--- src/rtl/rle_index_scanner_if.sv ---
// Bus between the compressed-stream reader/seek logic and the RLE index scanner.
// Signal suffixes are named from the scanner's point of view.
interface rle_index_scanner_if #(
  parameter int SAMPLE_W = 16,
  parameter int INDEX_W  = 60
);
  logic [SAMPLE_W-1:0] sample_i;
  logic                sample_strobe_i;
  logic                clear_state_i;
  logic                state_load_i;
  logic [SAMPLE_W+1:0] state_in_i;
  logic                index_load_i;
  logic [INDEX_W-1:0]  index_in_i;
  logic [INDEX_W-1:0]  target_i;
  logic                target_arm_i;

  logic [INDEX_W-1:0]  index_o;
  logic [SAMPLE_W+1:0] scanner_state_o;
  logic                index_wrap_o;
  logic                target_armed_o;
  logic                target_hit_o;
  logic [INDEX_W-1:0]  hit_index_o;

  modport master (
    output sample_i, sample_strobe_i, clear_state_i, state_load_i, state_in_i,
           index_load_i, index_in_i, target_i, target_arm_i,
    input  index_o, scanner_state_o, index_wrap_o, target_armed_o,
           target_hit_o, hit_index_o
  );

  modport slave (
    input  sample_i, sample_strobe_i, clear_state_i, state_load_i, state_in_i,
           index_load_i, index_in_i, target_i, target_arm_i,
    output index_o, scanner_state_o, index_wrap_o, target_armed_o,
           target_hit_o, hit_index_o
  );
endinterface

--- src/rtl/rle_index_scanner.sv ---
// RLE index scanner: follows a run-length-compressed sample stream and tracks
// the absolute uncompressed sample index, with save/restore, index load, a
// sticky wrap flag and an armed target comparator.
module rle_index_scanner #(
  parameter int SAMPLE_W = 16,
  parameter int INDEX_W  = 60
) (
  input logic                clk,
  input logic                rst,
  rle_index_scanner_if.slave bus
);

  typedef enum logic [1:0] {
    LIT0 = 2'b00,
    LIT1 = 2'b01,
    RUN  = 2'b10,
    ALT  = 2'b11
  } state_e;

  state_e              stateQ, stateD;
  logic [SAMPLE_W-1:0] lastSampleQ, lastSampleD;
  logic [INDEX_W-1:0]  indexQ, indexD;
  logic                wrapQ, wrapD;
  logic                armedQ, armedD;
  logic                hitQ, hitD;
  logic [INDEX_W-1:0]  hitIndexQ, hitIndexD;

  logic [INDEX_W-1:0]  increment;
  logic [INDEX_W:0]    indexSum;
  logic                armNow;
  logic                reached;

  // Decoder: next state, last literal and index/wrap, with loads taking priority
  always_comb begin
    stateD      = stateQ;
    lastSampleD = lastSampleQ;
    indexD      = indexQ;
    wrapD       = wrapQ;
    increment   = {{(INDEX_W-1){1'b0}}, 1'b1};
    if (stateQ == RUN) begin
      increment = {{(INDEX_W-SAMPLE_W){1'b0}}, bus.sample_i};
    end
    indexSum = {1'b0, indexQ} + {1'b0, increment};

    if (bus.sample_strobe_i) begin
      case (stateQ)
        LIT1: begin
          lastSampleD = bus.sample_i;
          if (bus.sample_i == lastSampleQ) begin
            stateD = RUN;
          end
        end
        RUN: begin
          if (!(&bus.sample_i)) begin
            stateD = LIT0;
          end
        end
        default: begin
          lastSampleD = bus.sample_i;
          stateD      = LIT1;
        end
      endcase
    end

    if (bus.state_load_i) begin
      stateD      = state_e'(bus.state_in_i[1:0]);
      lastSampleD = bus.state_in_i[SAMPLE_W+1:2];
    end else if (bus.clear_state_i) begin
      stateD = LIT0;
    end

    if (bus.index_load_i) begin
      indexD = bus.index_in_i;
      wrapD  = 1'b0;
    end else if (bus.sample_strobe_i) begin
      indexD = indexSum[INDEX_W-1:0];
      wrapD  = wrapQ | indexSum[INDEX_W];
    end
  end

  // Comparator: evaluated against the index value this edge will produce
  always_comb begin
    armNow    = armedQ | bus.target_arm_i;
    reached   = (indexD >= bus.target_i);
    hitD      = armNow & reached;
    armedD    = armNow & !reached;
    hitIndexD = hitIndexQ;
    if (hitD) begin
      hitIndexD = indexD;
    end
  end

  // State registers with asynchronous reset
  always_ff @(posedge clk or posedge rst) begin
    if (rst) begin
      stateQ      <= LIT0;
      lastSampleQ <= '0;
      indexQ      <= '0;
      wrapQ       <= 1'b0;
      armedQ      <= 1'b0;
      hitQ        <= 1'b0;
      hitIndexQ   <= '0;
    end else begin
      stateQ      <= stateD;
      lastSampleQ <= lastSampleD;
      indexQ      <= indexD;
      wrapQ       <= wrapD;
      armedQ      <= armedD;
      hitQ        <= hitD;
      hitIndexQ   <= hitIndexD;
    end
  end

  assign bus.index_o         = indexQ;
  assign bus.scanner_state_o = {lastSampleQ, stateQ};
  assign bus.index_wrap_o    = wrapQ;
  assign bus.target_armed_o  = armedQ;
  assign bus.target_hit_o    = hitQ;
  assign bus.hit_index_o     = hitIndexQ;

endmodule

--- src/flat_wrapper.sv ---
// flat-port wrapper written by rule: the top's interface ports become plain ports
module rle_index_scanner_flat 
#(
  parameter int SAMPLE_W = 16,
  parameter int INDEX_W  = 60
)
  (clk, rst, bus_sample_i, bus_sample_strobe_i, bus_clear_state_i, bus_state_load_i, bus_state_in_i, bus_index_load_i, bus_index_in_i, bus_target_i, bus_target_arm_i, bus_index_o, bus_scanner_state_o, bus_index_wrap_o, bus_target_armed_o, bus_target_hit_o, bus_hit_index_o);
  rle_index_scanner_if #(.SAMPLE_W(SAMPLE_W), .INDEX_W(INDEX_W)) bus_i ();
  input logic clk;
  input logic rst;
  input wire logic [$bits(bus_i.sample_i)-1:0] bus_sample_i;
  input wire logic [$bits(bus_i.sample_strobe_i)-1:0] bus_sample_strobe_i;
  input wire logic [$bits(bus_i.clear_state_i)-1:0] bus_clear_state_i;
  input wire logic [$bits(bus_i.state_load_i)-1:0] bus_state_load_i;
  input wire logic [$bits(bus_i.state_in_i)-1:0] bus_state_in_i;
  input wire logic [$bits(bus_i.index_load_i)-1:0] bus_index_load_i;
  input wire logic [$bits(bus_i.index_in_i)-1:0] bus_index_in_i;
  input wire logic [$bits(bus_i.target_i)-1:0] bus_target_i;
  input wire logic [$bits(bus_i.target_arm_i)-1:0] bus_target_arm_i;
  output wire logic [$bits(bus_i.index_o)-1:0] bus_index_o;
  output wire logic [$bits(bus_i.scanner_state_o)-1:0] bus_scanner_state_o;
  output wire logic [$bits(bus_i.index_wrap_o)-1:0] bus_index_wrap_o;
  output wire logic [$bits(bus_i.target_armed_o)-1:0] bus_target_armed_o;
  output wire logic [$bits(bus_i.target_hit_o)-1:0] bus_target_hit_o;
  output wire logic [$bits(bus_i.hit_index_o)-1:0] bus_hit_index_o;
  assign bus_i.sample_i = bus_sample_i;
  assign bus_i.sample_strobe_i = bus_sample_strobe_i;
  assign bus_i.clear_state_i = bus_clear_state_i;
  assign bus_i.state_load_i = bus_state_load_i;
  assign bus_i.state_in_i = bus_state_in_i;
  assign bus_i.index_load_i = bus_index_load_i;
  assign bus_i.index_in_i = bus_index_in_i;
  assign bus_i.target_i = bus_target_i;
  assign bus_i.target_arm_i = bus_target_arm_i;
  assign bus_index_o = bus_i.index_o;
  assign bus_scanner_state_o = bus_i.scanner_state_o;
  assign bus_index_wrap_o = bus_i.index_wrap_o;
  assign bus_target_armed_o = bus_i.target_armed_o;
  assign bus_target_hit_o = bus_i.target_hit_o;
  assign bus_hit_index_o = bus_i.hit_index_o;
  rle_index_scanner #(.SAMPLE_W(SAMPLE_W), .INDEX_W(INDEX_W)) u_core (.clk(clk), .rst(rst), .bus(bus_i));
endmodule
--- config.mk ---
export PLATFORM = sky130hd
export DESIGN_NAME = rle_index_scanner_flat
export DESIGN_NICKNAME = d
export VERILOG_FILES = /design/src/rtl/rle_index_scanner_if.sv /design/src/rtl/rle_index_scanner.sv /design/src/flat_wrapper.sv
export SDC_FILE = /design/constraint.sdc
export NUM_CORES = 1
export LEC_CHECK = 0
export CORE_UTILIZATION = 50
export CTS_BUF_LIST = sky130_fd_sc_hd__clkbuf_16
export DETAILED_ROUTE_END_ITERATION = 8
export DONT_BUFFER_PORTS = 1
export PLACE_DENSITY = 0.7
export RECOVER_POWER = 25
export SKIP_LAST_GASP = 1
export SYNTH_ARGS = -nofsm -noshare
export SYNTH_HDL_FRONTEND = slang
export SYNTH_SLANG_ARGS = --single-unit
--- constraint.sdc ---
create_clock -name clk -period 5.4 [get_ports clk]
set_input_delay 1.35 -clock clk [delete_from_list [all_inputs] [get_ports clk]]
set_output_delay 1.35 -clock clk [all_outputs]
set_load 0.005 [all_outputs]
==> results.md <==
* Deepest clock path buffer count at 2
* Max Slew Vio Count at 100
* Final Util at 0.6536
* Largest net degree at the start of global routing at 143
* CP Capture Type: flip-flop
* Post-Synthesis Cells at 1,036
* First-pass GRT wire length at 46,820 um
* PortBufs at 0
* Post-synth EDFFs at 0
* Seq pwr share at 0.393
* Final hold vios at 0
* Dpl hpwl at 23,010 um
* Final #Nets at 1,406
* Synth async-reset ratio at 1.000
* Sw frac at 0.3246
* Crit path required time at 5.72 ns
* Power per cell area at 327.0 nW/um^2
* Final Skew at 0.01027 ns
* Worst setup SP type: input port
* Number of setup violations in the final report at 0
* H-tree depth at 4
* Total core area at 18,890 um^2
* Antenna diodes at 0
* Mapped cell area at 9756 um^2
* Fmax at 188.4 MHz
* Worst VDD drop at 0.2561 mV
* Leak pwr at 5.582 nW
* Via count at 8,852
* Pint at 2.727 mW
* # rows at 50
* Top FF cell, synth: dfrtp_1
* Post-synth net total at 1,276
* Worst setup margin at 0.09180 ns
* Num CTS Buffers at 17
* Routed len/inst at 22.27 um
* Crit Path Category: input port to flip-flop
* Power Total at 4.038 mW
* Hold Crit Class: flip-flop to flip-flop
* Synth unique cells at 75
* Die H at 141.7 um
* Register area share after synthesis at 0.3617
* Worst-path cell chain: nand2b_4 > ha_4 > fa_2 > a211oi_4 > o21ai_2 > a21oi_4 > buf_12 > a21oi_1 > xnor2_1 > o21ai_0 > ha_1 > nand4_1 > nor4_4 > buf_4 > nand3_2 > o211ai_1 > o31ai_4 > a21oi_4 > buf_12 > clkbuf_16 > mux2_2
* Status: finished with violations
* Slew @ Worst Pin at 2.229 ns
* Die span in x at 141.7 um
* GRT overflow at 0
* Max transition margin at -0.4857
* Worst skew pair latency at 0.44 ns
* Die area at 20,070 um^2
* CP Max Fanout at 8
* RD Place Congestion at 0.9274
* Hold Buf Count CTS at 0
* First-pass DRT Iterations at 5
* CTS tree: yes
* Detailed-route vias per instance at 6.151
* Iter 0 DRT Violations at 689
* Initial Utilization at 0.5164
* Crit-path slowest cell: fa_2
* Switching Power at 1.311 mW
* DRC Markers at 0
* Syn-to-layout area delta at 26.57%
* Data arrival time of the worst path at 5.63 ns
* Unrepaired setup endpoints after global routing: yes
* Synthesis warning total at 0
* I/O pin count at 302
* Initial antenna violation count at 0
* Failing checks: capacitance limit, slew limit
* Clock share of power at 0.314
* Fin crit period at 5.308 ns
* Comb pwr share at 0.293
* Root buffer cell: clkbuf_16
* Max stage delay on crit path at 0.39 ns
* Vias in the first global route at 8,699
* Max-Cap Viols at 1
* Synthesized area per cell at 9.417 um^2
* Clock slew at reported path FFs at 0.06 ns
* DP Worst Slack at -0.6252 ns
* Share of cells above drive strength 1 at 0.2612
* Clock Sinks at 141
* Fin crit share at 0.9830
* Routed WL at 32,050 um
* Setup TNS at 0 ns
* Yosys reg bits at 141
* GRT Total Usage at 0.3033
* Antenna viol nets, final at 0
-- kinds of logic (layout without fill, tap and decap cells) --
family	Yosys count	count (layout)	synth area share
AO/OA/AOI/OAI	230	230	0.1701
AND/OR/NAND/NOR	344	344	0.1870
flip-flops	141	141	0.3617
adder cells (fa/ha/maj)	79	79	0.1021
buffers and inverters	118	261	0.04797
XOR/XNOR	32	32	0.02873
multiplexers	92	92	0.1025
-- worst max-delay path, delay by kind of cell --
family,cells,cell delay (ns)
buffers and inverters,4,0.70
adders and majority gates,3,0.91
muxes,1,0.32
xor gates and xnor gates,1,0.18
AOI/OAI and AO/OA,8,1.42
and+or+nand+nor,4,0.74
-- state kept, by name (all words and copies together) (netlist names) --
signal	cells
u_core.bus.index_wrap_o	1
u_core.bus.target_hit_o	1
u_core.lastSampleQ	16
u_core.bus.hit_index_o	60
u_core.bus.index_o	60
u_core.bus.target_armed_o	1
u_core.stateQ	2
-- cells in the mapped netlist (all sizes together), types with 3 or more instances --
library cell  number  share of area
a2111o             7         0.0081
a2111oi            7          0.013
a211o              3         0.0027
a211oi            11         0.0097
a21o              14          0.011
a21oi             46          0.025
a221o              3         0.0031
a221oi             6         0.0054
a22oi             26          0.020
a31oi              4         0.0032
and2              16          0.010
and3              11         0.0071
buf               13         0.0076
clkbuf            27          0.010
dfrtp            141           0.36
ha                78           0.10
inv               77          0.030
mux2              60          0.070
mux2i             32          0.033
nand2             94          0.036
nand2b             3         0.0019
nand3             65          0.035
nand4             38          0.026
nor2              33          0.013
nor2b             26          0.017
nor3              27          0.014
nor4              19          0.018
o2111ai            4         0.0036
o211a              7         0.0072
o211ai             7         0.0054
o21ai             65          0.035
o31ai              3         0.0023
or3                3         0.0019
xnor2             15          0.013
xor2              17          0.015
-- area by class of cell --
cell class	instances	area [um^2]
well taps	260	325.3
repair buffers	151	1394
inverters	78	296.5
clock inverters	15	196.4
clock buffers	17	425.4
fillers	1525	6545
multi-input cells	777	6182
flip-flops and latches	141	3528
-- per-layer routing --
metal / global-route usage / part of all wire / up-vias
met5: 0 / 0 / -
met4: 0.1177 / 0.023 / 0
met3: 0.08032 / 0.078 / 61
met2: 0.5242 / 0.50 / 408
met1: 0.3589 / 0.40 / 4308
li1: - / - / 4075
-- layout by cell type (no fill, tap or decap), types with 14 or more instances in the layout --
cell type  instances
mux2_4            30
xor2_1            17
a22oi_1           26
nor3_1            24
nand3_1           60
nand2_1           92
buf_4            133
mux2i_1           32
dfrtp_1          141
nand4_1           37
mux2_2            29
o21ai_0           52
clkbuf_16         22
and2_1            15
ha_1              65
a21oi_1           40
xnor2_1           15
inv_1             76
nor2_1            30
nor2b_1           26
a21o_1            14
-- metrics by stage --
stage | instance area, um^2 | cells | hold slack, ns
after floorplan | 9761 | 1036 | 0.4828
after global placement | 11040 | 1391 | 0.5048
after detailed placement | 11040 | 1391 | 0.5052
after CTS | 11760 | 1426 | 0.5281
after global routing | 12350 | 1439 | 0.5499
final | 12350 | 1439 | 0.5354
-- worst paths after layout --
| check | slack [ns] | to | depth (start not counted) | start |
|---|---|---|---|---|
| setup / recovery | 0.09 | u_core.bus.hit_index_o[55]$_DFFE_PP0P_ | 21 | bus_sample_i[0] |
| hold / removal | 0.54 | u_core.bus.hit_index_o[55]$_DFFE_PP0P_ | 1 | u_core.bus.hit_index_o[55]$_DFFE_PP0P_ |
| min in group asynchronous | 1.42 | u_core.bus.hit_index_o[13]$_DFFE_PP0P_ | 1 | rst |
| max in group asynchronous | 2.56 | u_core.bus.index_o[38]$_DFF_PP0_ | 2 | rst |
| setup reg to reg | 0.20 | u_core.bus.hit_index_o[55]$_DFFE_PP0P_ | 24 | u_core.stateQ[0]$_DFFE_PP0P_ |
| hold reg to reg | 0.54 | u_core.bus.hit_index_o[55]$_DFFE_PP0P_ | 1 | u_core.bus.hit_index_o[55]$_DFFE_PP0P_ |
-- power groups by stage --
| stage | clock (mW) | combinational, mW | sequential [mW] |
|---|---|---|---|
| after floorplan | 0 | 0.679 | 1.50 |
| after global placement | 0 | 0.931 | 1.59 |
| after detailed placement | 0 | 0.965 | 1.60 |
| after CTS | 1.28 | 1.01 | 1.58 |
| after global routing | 1.32 | 1.28 | 1.62 |
| final | 1.27 | 1.18 | 1.59 |
-- what timing repair did --
action / 4_1_cts / 5_1_grt
pin swaps: 3 / 23
endpoints found under the setup margin: 60 / 60
buffers inserted: 2 / 7
gates resized for setup: 6 / 78
gates cloned: 1 / 6
No activity file was read; power rests on OpenSTA's default activity.
